## config.mk

```make
export PLATFORM = sky130hd
export DESIGN_NAME = xdat_dma
export DESIGN_NICKNAME = d
export VERILOG_FILES = /design/src/rtl/xdat_dma_pkg.sv /design/src/rtl/xdat_dma_fifo2.sv /design/src/rtl/xdat_dma.sv
export SDC_FILE = /design/constraint.sdc
export NUM_CORES = 1
export LEC_CHECK = 0
export BUFFER_PORTS_ARGS = -buffer_cell sky130_fd_sc_hd__buf_2
export CAP_MARGIN = 0
export CORE_UTILIZATION = 30
export DETAILED_ROUTE_END_ITERATION = 8
export HOLD_SLACK_MARGIN = 0.05
export SYNTH_ARGS = -nofsm -noshare
export SYNTH_HDL_FRONTEND = slang
export SYNTH_SLANG_ARGS = --single-unit
```

## constraint.sdc

```tcl
create_clock -name mclk -period 3.8 [get_ports mclk]
set_input_delay 1.14 -clock mclk [delete_from_list [all_inputs] [get_ports mclk]]
set_output_delay 1.14 -clock mclk [all_outputs]
set_load 0.01 [all_outputs]
```

## src/rtl/xdat_dma_pkg.sv

```systemverilog
// Shared types, constants and the CRC-8 step for the XDAT DMA requester.
// The CRC helper is only referenced when XDAT_DMA_CRC_EN is defined.
package xdat_dma_pkg;

  typedef enum logic [2:0] {
    ST_IDLE  = 3'd0,
    ST_CHK   = 3'd1,
    ST_XFER  = 3'd2,
    ST_DRAIN = 3'd3,
    ST_FIN   = 3'd4
  } state_t;

  localparam logic [10:0] XDAT_TOP_DEF = 11'h500;
  localparam int          FIFO_DEPTH   = 2;
  localparam logic [7:0]  CRC8_POLY    = 8'h07;

  // One byte of CRC-8, MSB first.
  function automatic logic [7:0] crc8_byte(input logic [7:0] crc_in, input logic [7:0] data);
    logic [7:0] c;
    c = crc_in ^ data;
    for (int i = 0; i < 8; i++) begin
      c = c[7] ? ((c << 1) ^ CRC8_POLY) : (c << 1);
    end
    return c;
  endfunction

endpackage

```

## src/rtl/xdat_dma_fifo2.sv

```systemverilog
// Two-entry byte FIFO buffering XDAT read data toward the output stream.
// Output data reads as zero while empty.
module xdat_dma_fifo2 (
  input  logic       mclk,
  input  logic       srst,
  input  logic       push,
  input  logic       pop,
  input  logic       flush,
  input  logic [7:0] din,
  output logic [7:0] dout,
  output logic [1:0] count,
  output logic       full,
  output logic       empty
);

  logic [7:0] mem0;
  logic [7:0] mem1;
  logic       wr_ptr;
  logic       rd_ptr;
  logic       do_push;
  logic       do_pop;

  assign full    = (count == 2'd2);
  assign empty   = (count == 2'd0);
  assign do_push = push & ~full;
  assign do_pop  = pop & ~empty;

  always_ff @(posedge mclk or posedge srst) begin
    if (srst) begin
      mem0   <= 8'h00;
      mem1   <= 8'h00;
      wr_ptr <= 1'b0;
      rd_ptr <= 1'b0;
      count  <= 2'd0;
    end else if (flush) begin
      wr_ptr <= 1'b0;
      rd_ptr <= 1'b0;
      count  <= 2'd0;
    end else begin
      if (do_push) begin
        if (wr_ptr) mem1 <= din;
        else        mem0 <= din;
        wr_ptr <= ~wr_ptr;
      end
      if (do_pop) rd_ptr <= ~rd_ptr;
      case ({do_push, do_pop})
        2'b10:   count <= count + 2'd1;
        2'b01:   count <= count - 2'd1;
        default: count <= count;
      endcase
    end
  end

  assign dout = empty ? 8'h00 : (rd_ptr ? mem1 : mem0);

endmodule

```

## src/rtl/xdat_dma.sv

```systemverilog
// XDAT DMA requester: moves a byte block between a peripheral stream and XDAT.
// Define XDAT_DMA_CRC_EN to add a CRC-8 of every acknowledged byte on port crc.
module xdat_dma
  import xdat_dma_pkg::*;
#(
  parameter logic [10:0] XDAT_TOP = XDAT_TOP_DEF
) (
  input  logic        mclk,
  input  logic        srst,
  input  logic        cfg_start,
  input  logic        cfg_dir,
  input  logic [10:0] cfg_addr,
  input  logic [10:0] cfg_len,
  input  logic        abort,
  output logic        busy,
  output logic        done,
  output logic        err,
  output logic        aborted,
  output logic        dma_w,
  output logic        dma_r,
  output logic [10:0] dma_addr,
  output logic [7:0]  dma_wdat,
  input  logic        dma_ack,
  input  logic [7:0]  dma_rdat,
  input  logic        s_vld,
  input  logic [7:0]  s_dat,
  output logic        s_rdy,
  output logic        m_vld,
  output logic [7:0]  m_dat,
  input  logic        m_rdy
`ifdef XDAT_DMA_CRC_EN
  ,
  output logic [7:0]  crc
`endif
);

  state_t      state;
  state_t      state_nxt;
  logic        dir_q;
  logic [10:0] addr_q;
  logic [10:0] len_q;
  logic        err_q;
  logic        aborted_q;
  logic        dma_w_q;
  logic        dma_r_q;
  logic [7:0]  hold_dat;

  logic        ack_w;
  logic        ack_r;
  logic        start_hit;
  logic        abort_hit;
  logic        range_bad;
  logic        last_ack;
  logic        s_take;
  logic        issue_r;

  logic [1:0]  fifo_count;
  logic        fifo_full;
  logic        fifo_empty;
  logic        fifo_push;
  logic        fifo_pop;
  logic        fifo_flush;

  // Acks count only against the request we are actually holding up.
  assign ack_w     = dma_w_q & dma_ack;
  assign ack_r     = dma_r_q & dma_ack;
  assign start_hit = (state == ST_IDLE) & cfg_start;
  assign abort_hit = abort & ((state == ST_CHK) | (state == ST_XFER) | (state == ST_DRAIN));
  assign range_bad = ({1'b0, addr_q} + {1'b0, len_q}) > {1'b0, XDAT_TOP};
  assign last_ack  = (ack_w | ack_r) & (len_q == 11'd1);
  assign s_take    = s_vld & s_rdy;
  assign issue_r   = (state == ST_XFER) & dir_q & ~dma_r_q & (len_q != 11'd0)
                   & (int'(fifo_count) < FIFO_DEPTH) & ~abort;

  assign fifo_push  = ack_r & ~abort_hit & ~fifo_full;
  assign fifo_pop   = m_vld & m_rdy;
  assign fifo_flush = abort_hit;

  xdat_dma_fifo2 u_fifo (
    .mclk  (mclk),
    .srst  (srst),
    .push  (fifo_push),
    .pop   (fifo_pop),
    .flush (fifo_flush),
    .din   (dma_rdat),
    .dout  (m_dat),
    .count (fifo_count),
    .full  (fifo_full),
    .empty (fifo_empty)
  );

  always_ff @(posedge mclk or posedge srst) begin
    if (srst) state <= ST_IDLE;
    else      state <= state_nxt;
  end

  always_comb begin
    state_nxt = state;
    case (state)
      ST_IDLE:  if (cfg_start) state_nxt = ST_CHK;
      ST_CHK: begin
        if (abort || len_q == 11'd0 || range_bad) state_nxt = ST_FIN;
        else                                      state_nxt = ST_XFER;
      end
      ST_XFER: begin
        if (abort)         state_nxt = ST_FIN;
        else if (last_ack) state_nxt = dir_q ? ST_DRAIN : ST_FIN;
      end
      ST_DRAIN: if (abort || fifo_empty) state_nxt = ST_FIN;
      ST_FIN:   state_nxt = ST_IDLE;
      default:  state_nxt = ST_IDLE;
    endcase
  end

  // Descriptor, request and sticky status registers.
  always_ff @(posedge mclk or posedge srst) begin
    if (srst) begin
      dir_q     <= 1'b0;
      addr_q    <= 11'd0;
      len_q     <= 11'd0;
      err_q     <= 1'b0;
      aborted_q <= 1'b0;
      dma_w_q   <= 1'b0;
      dma_r_q   <= 1'b0;
      hold_dat  <= 8'h00;
    end else if (start_hit) begin
      dir_q     <= cfg_dir;
      addr_q    <= cfg_addr;
      len_q     <= cfg_len;
      err_q     <= 1'b0;
      aborted_q <= 1'b0;
      dma_w_q   <= 1'b0;
      dma_r_q   <= 1'b0;
    end else begin
      if ((state == ST_CHK) && !abort && (len_q != 11'd0) && range_bad) err_q <= 1'b1;
      if (ack_w || ack_r) begin
        addr_q <= addr_q + 11'd1;
        len_q  <= len_q - 11'd1;
      end
      if (abort_hit) begin
        dma_w_q   <= 1'b0;
        dma_r_q   <= 1'b0;
        aborted_q <= 1'b1;
      end else begin
        if (ack_w) begin
          dma_w_q <= 1'b0;
        end else if (s_take) begin
          dma_w_q  <= 1'b1;
          hold_dat <= s_dat;
        end
        if (ack_r)        dma_r_q <= 1'b0;
        else if (issue_r) dma_r_q <= 1'b1;
      end
    end
  end

  assign busy     = (state != ST_IDLE);
  assign done     = (state == ST_FIN);
  assign err      = err_q;
  assign aborted  = aborted_q;
  assign dma_w    = dma_w_q;
  assign dma_r    = dma_r_q;
  assign dma_addr = addr_q;
  assign dma_wdat = hold_dat;
  assign s_rdy    = (state == ST_XFER) & ~dir_q & ~dma_w_q & (len_q != 11'd0);
  assign m_vld    = ~fifo_empty;

`ifdef XDAT_DMA_CRC_EN
  logic [7:0] crc_q;

  always_ff @(posedge mclk or posedge srst) begin
    if (srst)           crc_q <= 8'h00;
    else if (start_hit) crc_q <= 8'h00;
    else if (ack_w)     crc_q <= crc8_byte(crc_q, hold_dat);
    else if (ack_r)     crc_q <= crc8_byte(crc_q, dma_rdat);
  end

  assign crc = crc_q;
`endif

endmodule

```

== Yosys cells after proc, flatten, opt, wreduce, memory -nomap -nowiden ==
Index checks and enable logic that the tools add are counted.
Storage, ports and cells
  input bits: 46
  word-level logic and storage cells: 121
  register bits: 58
  output and inout port bits: 35
Cells by class
  $lt $le $gt $ge: 2
  reductions and logical operators: 25
  multiplexer cells: 31
  equal/unequal tests: 11
  bitwise gates (word level): 33
  $add $sub $neg: 5
Operator list (count)
  two-way mux 11 bit: 4
  AND 1 bit: 19
  two-way mux 3 bit: 6
  two-way mux 1 bit: 16
  two-way mux 8 bit: 2
  adder 11 x 11 -> 12 bit: 1
  greater-than comparator 12 x 11 -> 1 bit, second input constant: 1
  one-hot mux 3 bit (4 select lines): 1
  adder 11 x 1 -> 11 bit, second input constant: 1
  == test 11 x 1 -> 1 bit, second input constant: 1
  zero test 11 bit: 1
  NOT 1 bit: 11
  nonzero test 11 bit: 1
  subtractor 11 x 1 -> 11 bit, second input constant: 1
  nonzero test 2 bit: 5
  AND reduction 3 bit: 3
  nonzero test 4 bit: 2
  == test 3 x 2 -> 1 bit, second input constant: 2
  nonzero test 3 bit: 2
  == test 2 bit, second input constant: 2
  logical OR 1 bit: 4
  one-hot mux 2 bit (2 select lines): 1
  AND reduction 4 bit: 1
  == test 3 x 1 -> 1 bit, second input constant: 1
  other kinds (14): 18

== Longest topological paths before layout ==
Gate-level depths: netlist (run 1).
  word-level depth: 11
  depth in mapped cells: 10
  mapped depth without buffers: 10

== Cells and area by module ==
A second synthesis (run 1) with hierarchy kept.
Second synthesis, totals
  cells, all modules: 353
  area total of the unflattened synthesis: 3475.8 um^2
Modules (own cells, without submodules)
  xdat_dma: instances 1, seq. area each 950.9 um^2, area each 2546.2 um^2, cells each 279
  xdat_dma_fifo2: instances 1, seq. area each 500.5 um^2, area each 929.6 um^2, cells each 74

== Least setup slack after synthesis (run 1) ==
Ideal clock, no wire load.
  kind: register to output
  start point: register len_q[4]
  end point: output s_rdy
  path slack: 0.974 ns
  data arrival time: 1.686 ns
  buffers on the path: 0
  stages on the path, launching flop included: 6
  data required time: 2.660 ns
  cell sequence: dfrtp_1 or4_4 or3_4 nor4_4 and2_4 nor4_2
On the way
  cells in the longest elaborated chain, start to end: 2
Ends and longest elaborated chain
  from (decl): RTL line xdat_dma.sv:41  | logic [10:0] len_q;
  from (signal assigned): RTL line xdat_dma.sv:129  | len_q <= cfg_len;
  from (signal assigned): RTL line xdat_dma.sv:138  | len_q <= len_q - 11'd1;
  nonzero test 11 bit: RTL line xdat_dma.sv:165  | assign s_rdy = (state == ST_XFER) & ~dir_q & ~dma_w_q & (len_q != 11'd0);
  AND 1 bit: RTL line xdat_dma.sv:165
  to (decl): RTL line xdat_dma.sv:27  | output logic s_rdy,
No other way between the ends.

== Worst setup path in the final report (run 1) ==
Same ends and word-level chain as after synthesis.

==> results of run 1 <==
stage by stage:
| stage | setup slack (ps) | instances |
|---|---|---|
| after floorplan | 974 | 361 |
| after global placement | 781 | 579 |
| after detailed placement | 757 | 579 |
| after CTS | 402 | 595 |
| after global routing | 361 | 595 |
| final | 415 | 595 |
cell families after synthesis:
group / synth area share [%]
AND/OR/NAND/NOR: 18.9
AO/OA/AOI/OAI: 13.9
flip-flops: 41.6
multiplexers: 11.2
XOR/XNOR: 6.27
buffers and inverters: 2.58
adder cells (fa/ha/maj): 5.59
flip-flops by register name, summed over array words and instances, names as in the netlist:
name	count
aborted	1
dir_q	1
dma_addr	11
dma_r	1
dma_w	1
dma_wdat	8
err	1
len_q	11
state	3
u_fifo.count	2
u_fifo.mem0	8
u_fifo.mem1	8
u_fifo.rd_ptr	1
u_fifo.wr_ptr	1
metal layers:
layer	part of all wire [%]	vias to the layer above
li1	-	1455
met4	2.5	0
met3	5.1	14
met5	0	-
met1	48	1411
met2	44	69
worst reg2reg max path: stages (launching register included):
cell and delay, ps:
dfrtp_1 470, ha_1 410, a21o_1 220, a31o_2 250
o211a_1 220, nor4_1 380, and4_1 250, a211o_1 200
a41o_1 180
final cells by class:
| class | instances | area [µm²] |
|---|---|---|
| clock inverter | 6 | 66.3 |
| inverter | 13 | 48.8 |
| tap | 143 | 179 |
| fill | 1174 | 7000 |
| multi-input combinational | 281 | 1950 |
| sequential | 58 | 1450 |
| clock buffer | 10 | 239 |
| timing repair buffer | 84 | 430 |
where the power goes:
part           internal [W]  switching (W)  leakage, nW
Combinational      0.000716       0.000871         1.18
Sequential         0.000819       0.000263        0.757
Clock              0.000524       0.000301        0.141
worst max path at each step:
stage	cells after the start	start	endpoint	slack [ps]
6_report	6	len_q[4]	s_rdy	420
5_1_grt	6	len_q[4]	s_rdy	360
4_1_cts	6	len_q[4]	s_rdy	400
3_5_place_dp	6	len_q[4]	s_rdy	760
3_3_place_gp	6	len_q[4]	s_rdy	780
2_1_floorplan	5	len_q[4]	s_rdy	970
synthesized netlist by cell type, types with 2 or more instances:
library cell	number	area share [%]
and2_1	3	0.54
nor4_1	5	0.90
and4_1	4	1.0
mux2_4	8	3.4
nor3_1	8	1.1
o21ai_0	30	4.3
a41o_1	2	0.57
nand2_1	42	4.5
a311oi_1	2	0.50
mux2i_1	9	2.6
a31oi_1	2	0.36
a21o_1	8	1.7
clkbuf_1	8	0.86
nor2_1	39	4.2
xnor2_1	12	3.0
o211ai_1	2	0.43
o21a_1	3	0.64
nand2b_1	4	0.72
nand4_1	3	0.54
o21bai_1	2	0.43
nor2b_1	5	0.90
a21oi_1	15	2.1
dfrtp_1	58	42
nor3b_1	2	0.43
ha_1	14	5.0
inv_1	13	1.4
nand3_1	3	0.43
xor2_1	13	3.3
or3_1	2	0.36
nand3b_1	2	0.43
mux2_2	16	5.2
==> flow_summary.json, run 1 <==
{
  "status": "complete, but fails checks",
  "violations": "DRC",
  "nets": 508,
  "die_area_um2": 12100,
  "fin_crit_sh_pct": 89.1,
  "wl_per_cell_um": 14.6,
  "cts.clk_slew.worst_paths_ps": 50,
  "netlist_instances": 361,
  "final_cell_mix": "80 x buf_2, 58 x dfrtp_1, 42 x nand2_1",
  "diodes": 0,
  "via_per_inst": 4.96,
  "grt_max_degree": 45,
  "cts_root_buf": "clkbuf_16",
  "grtUsageMet3_pct": 2.67,
  "cp_cell_sequence": "or4_4 > or3_4 > nor4_4 > and2_4 > nor4_2 > buf_2",
  "gp_congestion": 0.789,
  "htree_levels": 3,
  "wl_mm": 8.70,
  "synthFlopType": "dfrtp_1",
  "cts_buffers": 9,
  "reg2reg_to": "state[1]",
  "cts_setup_buffers": 0,
  "slowest_stage": "or4_4",
  "fp.dieW_um": 110,
  "skew_ps": 5.56,
  "drv_slew": 0,
  "clockBufferDepth": 2,
  "yosysUniqueCellTypes": 53,
  "cp_max_fo": 6,
  "critPathLaunchType": "flip-flop",
  "final_area_um2": 4370,
  "fmax_mhz": 295,
  "maxCapViolCount": 0,
  "crit_family": "simple AND/OR/NAND/NOR gates",
  "rr_worst_depth": 8,
  "drt_iter0_markers": 135,
  "tightest_slew_ps": 715,
  "cts_tree": "yes",
  "clkLatencyLatePin_ps": 330,
  "holdWs_ps": 473,
  "cts_resized": 0,
  "holdPathEnd": "aborted",
  "grt_overflow": 0,
  "crit_path_end_kind": "output pin",
  "dr.pass1.iters": 6,
  "num_vias": 2949,
  "core_um2": 11400,
  "seq_area_frac_synth_pct": 41.6,
  "final_core_util_pct": 38.4,
  "fin_total_pwr_w": 0.00350,
  "crit-reg2reg-launch": "dma_addr[4]",
  "setup_viol": 0,
  "cts_hold_buf": 0,
  "peakVddDrop_uv": 257,
  "layout-drive-gt1-share_pct": 29.4,
  "dpl_cell_area_um2": 4060,
  "ys_seq_elements": 58,
  "grt_busiest_layer": "met2",
  "num_rows": 39,
  "mostFrequentLayoutCell": "buf_2",
  "die_h_um": 110,
  "yosys_warnings": 0,
  "hold_violations": 0,
  "synth_edf_count": 0,
  "hold_path_class": "flip-flop to flip-flop",
  "power.density_nw_per_um2": 801,
  "min_from": "aborted",
  "async_reset_ff_share_pct": 100,
  "min_path_cells": 1,
  "worstSetupPathType": "flip-flop to output pin",
  "pin_count": 81,
  "grt_usage_pct": 15.3,
  "area_delta_synth_final_pct": 25.0,
  "ant_nets": 0,
  "grt.met2_usage_pct": 23.0,
  "p_leak_nw": 2.08,
  "crit_arrival_ps": 2240,
  "drcViolationCount": 1,
  "numClockSinks": 58,
  "syn-cell-area_um2": 3490,
  "slew_headroom_pct": 52.2,
  "antenna_found_initial": 0,
  "worstPathRequired_ps": 2660,
  "grt_pass1_vias": 2816,
  "grt_pass1_wl_mm": 13.9,
  "rsz0062_at_grt": "false",
  "synth_fp_nets": 422,
  "crit_buf_inv": 1,
  "numPortBuffers": 80,
  "syn_area_per_cell_um2": 9.67,
  "reg2reg_slack_ps": 1160,
  "critPathMaxStageDelay_ps": 570,
  "grt_util_met1_pct": 20.6,
  "finalCriticalPeriod_ps": 3380,
  "start_util_pct": 30.7,
  "totalNegativeSetupSlack_ps": 0,
  "hpwl_mm": 6.43
}
Note: power is estimated with default switching activity, not from simulation.
==> run 2: changes to the inputs <==
--- a/config.mk
+++ b/config.mk
@@ -10,6 +10,7 @@
 export CORE_UTILIZATION = 30
 export DETAILED_ROUTE_END_ITERATION = 8
 export HOLD_SLACK_MARGIN = 0.05
+export PLACE_DENSITY_LB_ADDON = 0.1
 export SYNTH_ARGS = -nofsm -noshare
 export SYNTH_HDL_FRONTEND = slang
 export SYNTH_SLANG_ARGS = --single-unit
==> flow_summary.json, run 2 (synthesized netlist as in run 1, its figures left out) <==
{
  "status": "finished clean",
  "drv_slew": 0,
  "peakVddDrop_uv": 304,
  "min_path_cells": 1,
  "crit_path_end_kind": "output pin",
  "die_h_um": 110,
  "cts_setup_buffers": 0,
  "dpl_cell_area_um2": 4060,
  "multi_input_comb_area_um2": 1950,
  "worstSetupPathType": "flip-flop to output pin",
  "p_leak_nw": 2.09,
  "maxCapViolCount": 0,
  "grt_usage_pct": 15.7,
  "mostFrequentLayoutCell": "buf_2",
  "num_vias": 2882,
  "slew_headroom_pct": 50.1,
  "diodes": 0,
  "power.density_nw_per_um2": 807,
  "cp_max_fo": 6,
  "crit_arrival_ps": 2240,
  "hold_path_class": "flip-flop to flip-flop",
  "ant_nets": 0,
  "core_um2": 11400,
  "drt_iter0_markers": 89,
  "seq_area_um2": 1450,
  "cts_hold_buf": 0,
  "start_util_pct": 30.7,
  "hold_violations": 0,
  "pin_count": 81,
  "fin_crit_sh_pct": 89.0,
  "setup_slack_ps": 416,
  "finalNonFillerCells": 595,
  "cts_resized": 0,
  "num_rows": 39,
  "finalCriticalPeriod_ps": 3380,
  "clockBufferDepth": 2,
  "setup_viol": 0,
  "rr_worst_depth": 7,
  "nFillCells": 1177,
  "gp_congestion": 0.811,
  "skew_ps": 4.14,
  "cts_buffers": 9,
  "final_area_um2": 4380,
  "via_per_inst": 4.84,
  "tightest_slew_ps": 748,
  "fmax_mhz": 296,
  "antenna_found_initial": 0,
  "totalNegativeSetupSlack_ps": 0,
  "numPortBuffers": 80,
  "nets": 508,
  "holdWs_ps": 504,
  "dpl.cell_count": 579,
  "die_area_um2": 12100,
  "fp.dieW_um": 110,
  "dp_slack_ps": 748,
  "wl_mm": 8.84,
  "critPathLaunchType": "flip-flop",
  "drcViolationCount": 0,
  "rsz0062_at_grt": "false",
  "worstPathRequired_ps": 2660,
  "cts.clk_slew.worst_paths_ps": 50,
  "cts_tree": "yes",
  "area_delta_synth_final_pct": 25.4,
  "clkLatencyLatePin_ps": 330,
  "dr.pass1.iters": 4,
  "cts_root_buf": "clkbuf_16",
  "grt_pass1_wl_mm": 14.3,
  "grt_overflow": 0,
  "grt_max_degree": 45,
  "layout-drive-gt1-share_pct": 29.2,
  "final_cell_mix": "80 x buf_2, 58 x dfrtp_1, 42 x nand2_1",
  "grt_pass1_vias": 2876,
  "htree_levels": 3,
  "numClockSinks": 58,
  "wl_per_cell_um": 14.9,
  "hpwl_mm": 6.53
}
[run 2: cell count changes in the layout (fill, tap and decap cells not counted), sizes merged]
cell / change
clkbuf: +1
clkinvlp: -2
bufinv: +1
[run 2: layout make-up]
type	count	area share (%)
clock buffers	11	5.54
clock inverters	5	1.77
inverters	13	1.11
multi-input cells	281	44.5
flip-flops and latches	58	33.1
well taps	143	4.08
repair buffers	84	9.83
[run 2: per-layer routing]
metal  GRT usage [%]  vias up  share of wire [%]
met5               0        -                  0
met4            4.29        0                1.1
met2            22.8       60                 43
met1            22.0     1361                 51
li1                -     1454                  -
met3            5.33        7                4.5
[run 2: stage by stage]
step,util [%],power (W)
detailed placement,35.7,0.00267
global placement,35.7,0.00267
floorplan,-,0.00221
CTS,38.5,0.00358
global route,38.5,0.00383
finish,38.5,0.00353
[run 2: critical path, stage by stage, from the launching register on]
cell and delay (ps):
dfrtp_1 430, or4_4 570, or3_4 360, nor4_4 160
and2_4 200, nor4_2 50, buf_2 150
[run 2: path summary, 6_finish.rpt]
kind	start	to	slack [ps]
min in group asynchronous	srst	dma_addr[1]	950
max	len_q[4]	s_rdy	420
min reg2reg	dma_wdat[0]	dma_wdat[0]	500
max reg2reg	len_q[4]	dma_wdat[1]	1190
min	dma_wdat[0]	dma_wdat[0]	500
max in group asynchronous	srst	state[0]	2180
[run 2: report_power, final]
group	internal [W]	switching (W)	leakage (nW)
sequential	0.000820	0.000262	0.757
clock	0.000589	0.000286	0.156
combinational	0.000716	0.000861	1.18
total	0.00213	0.00141	2.09
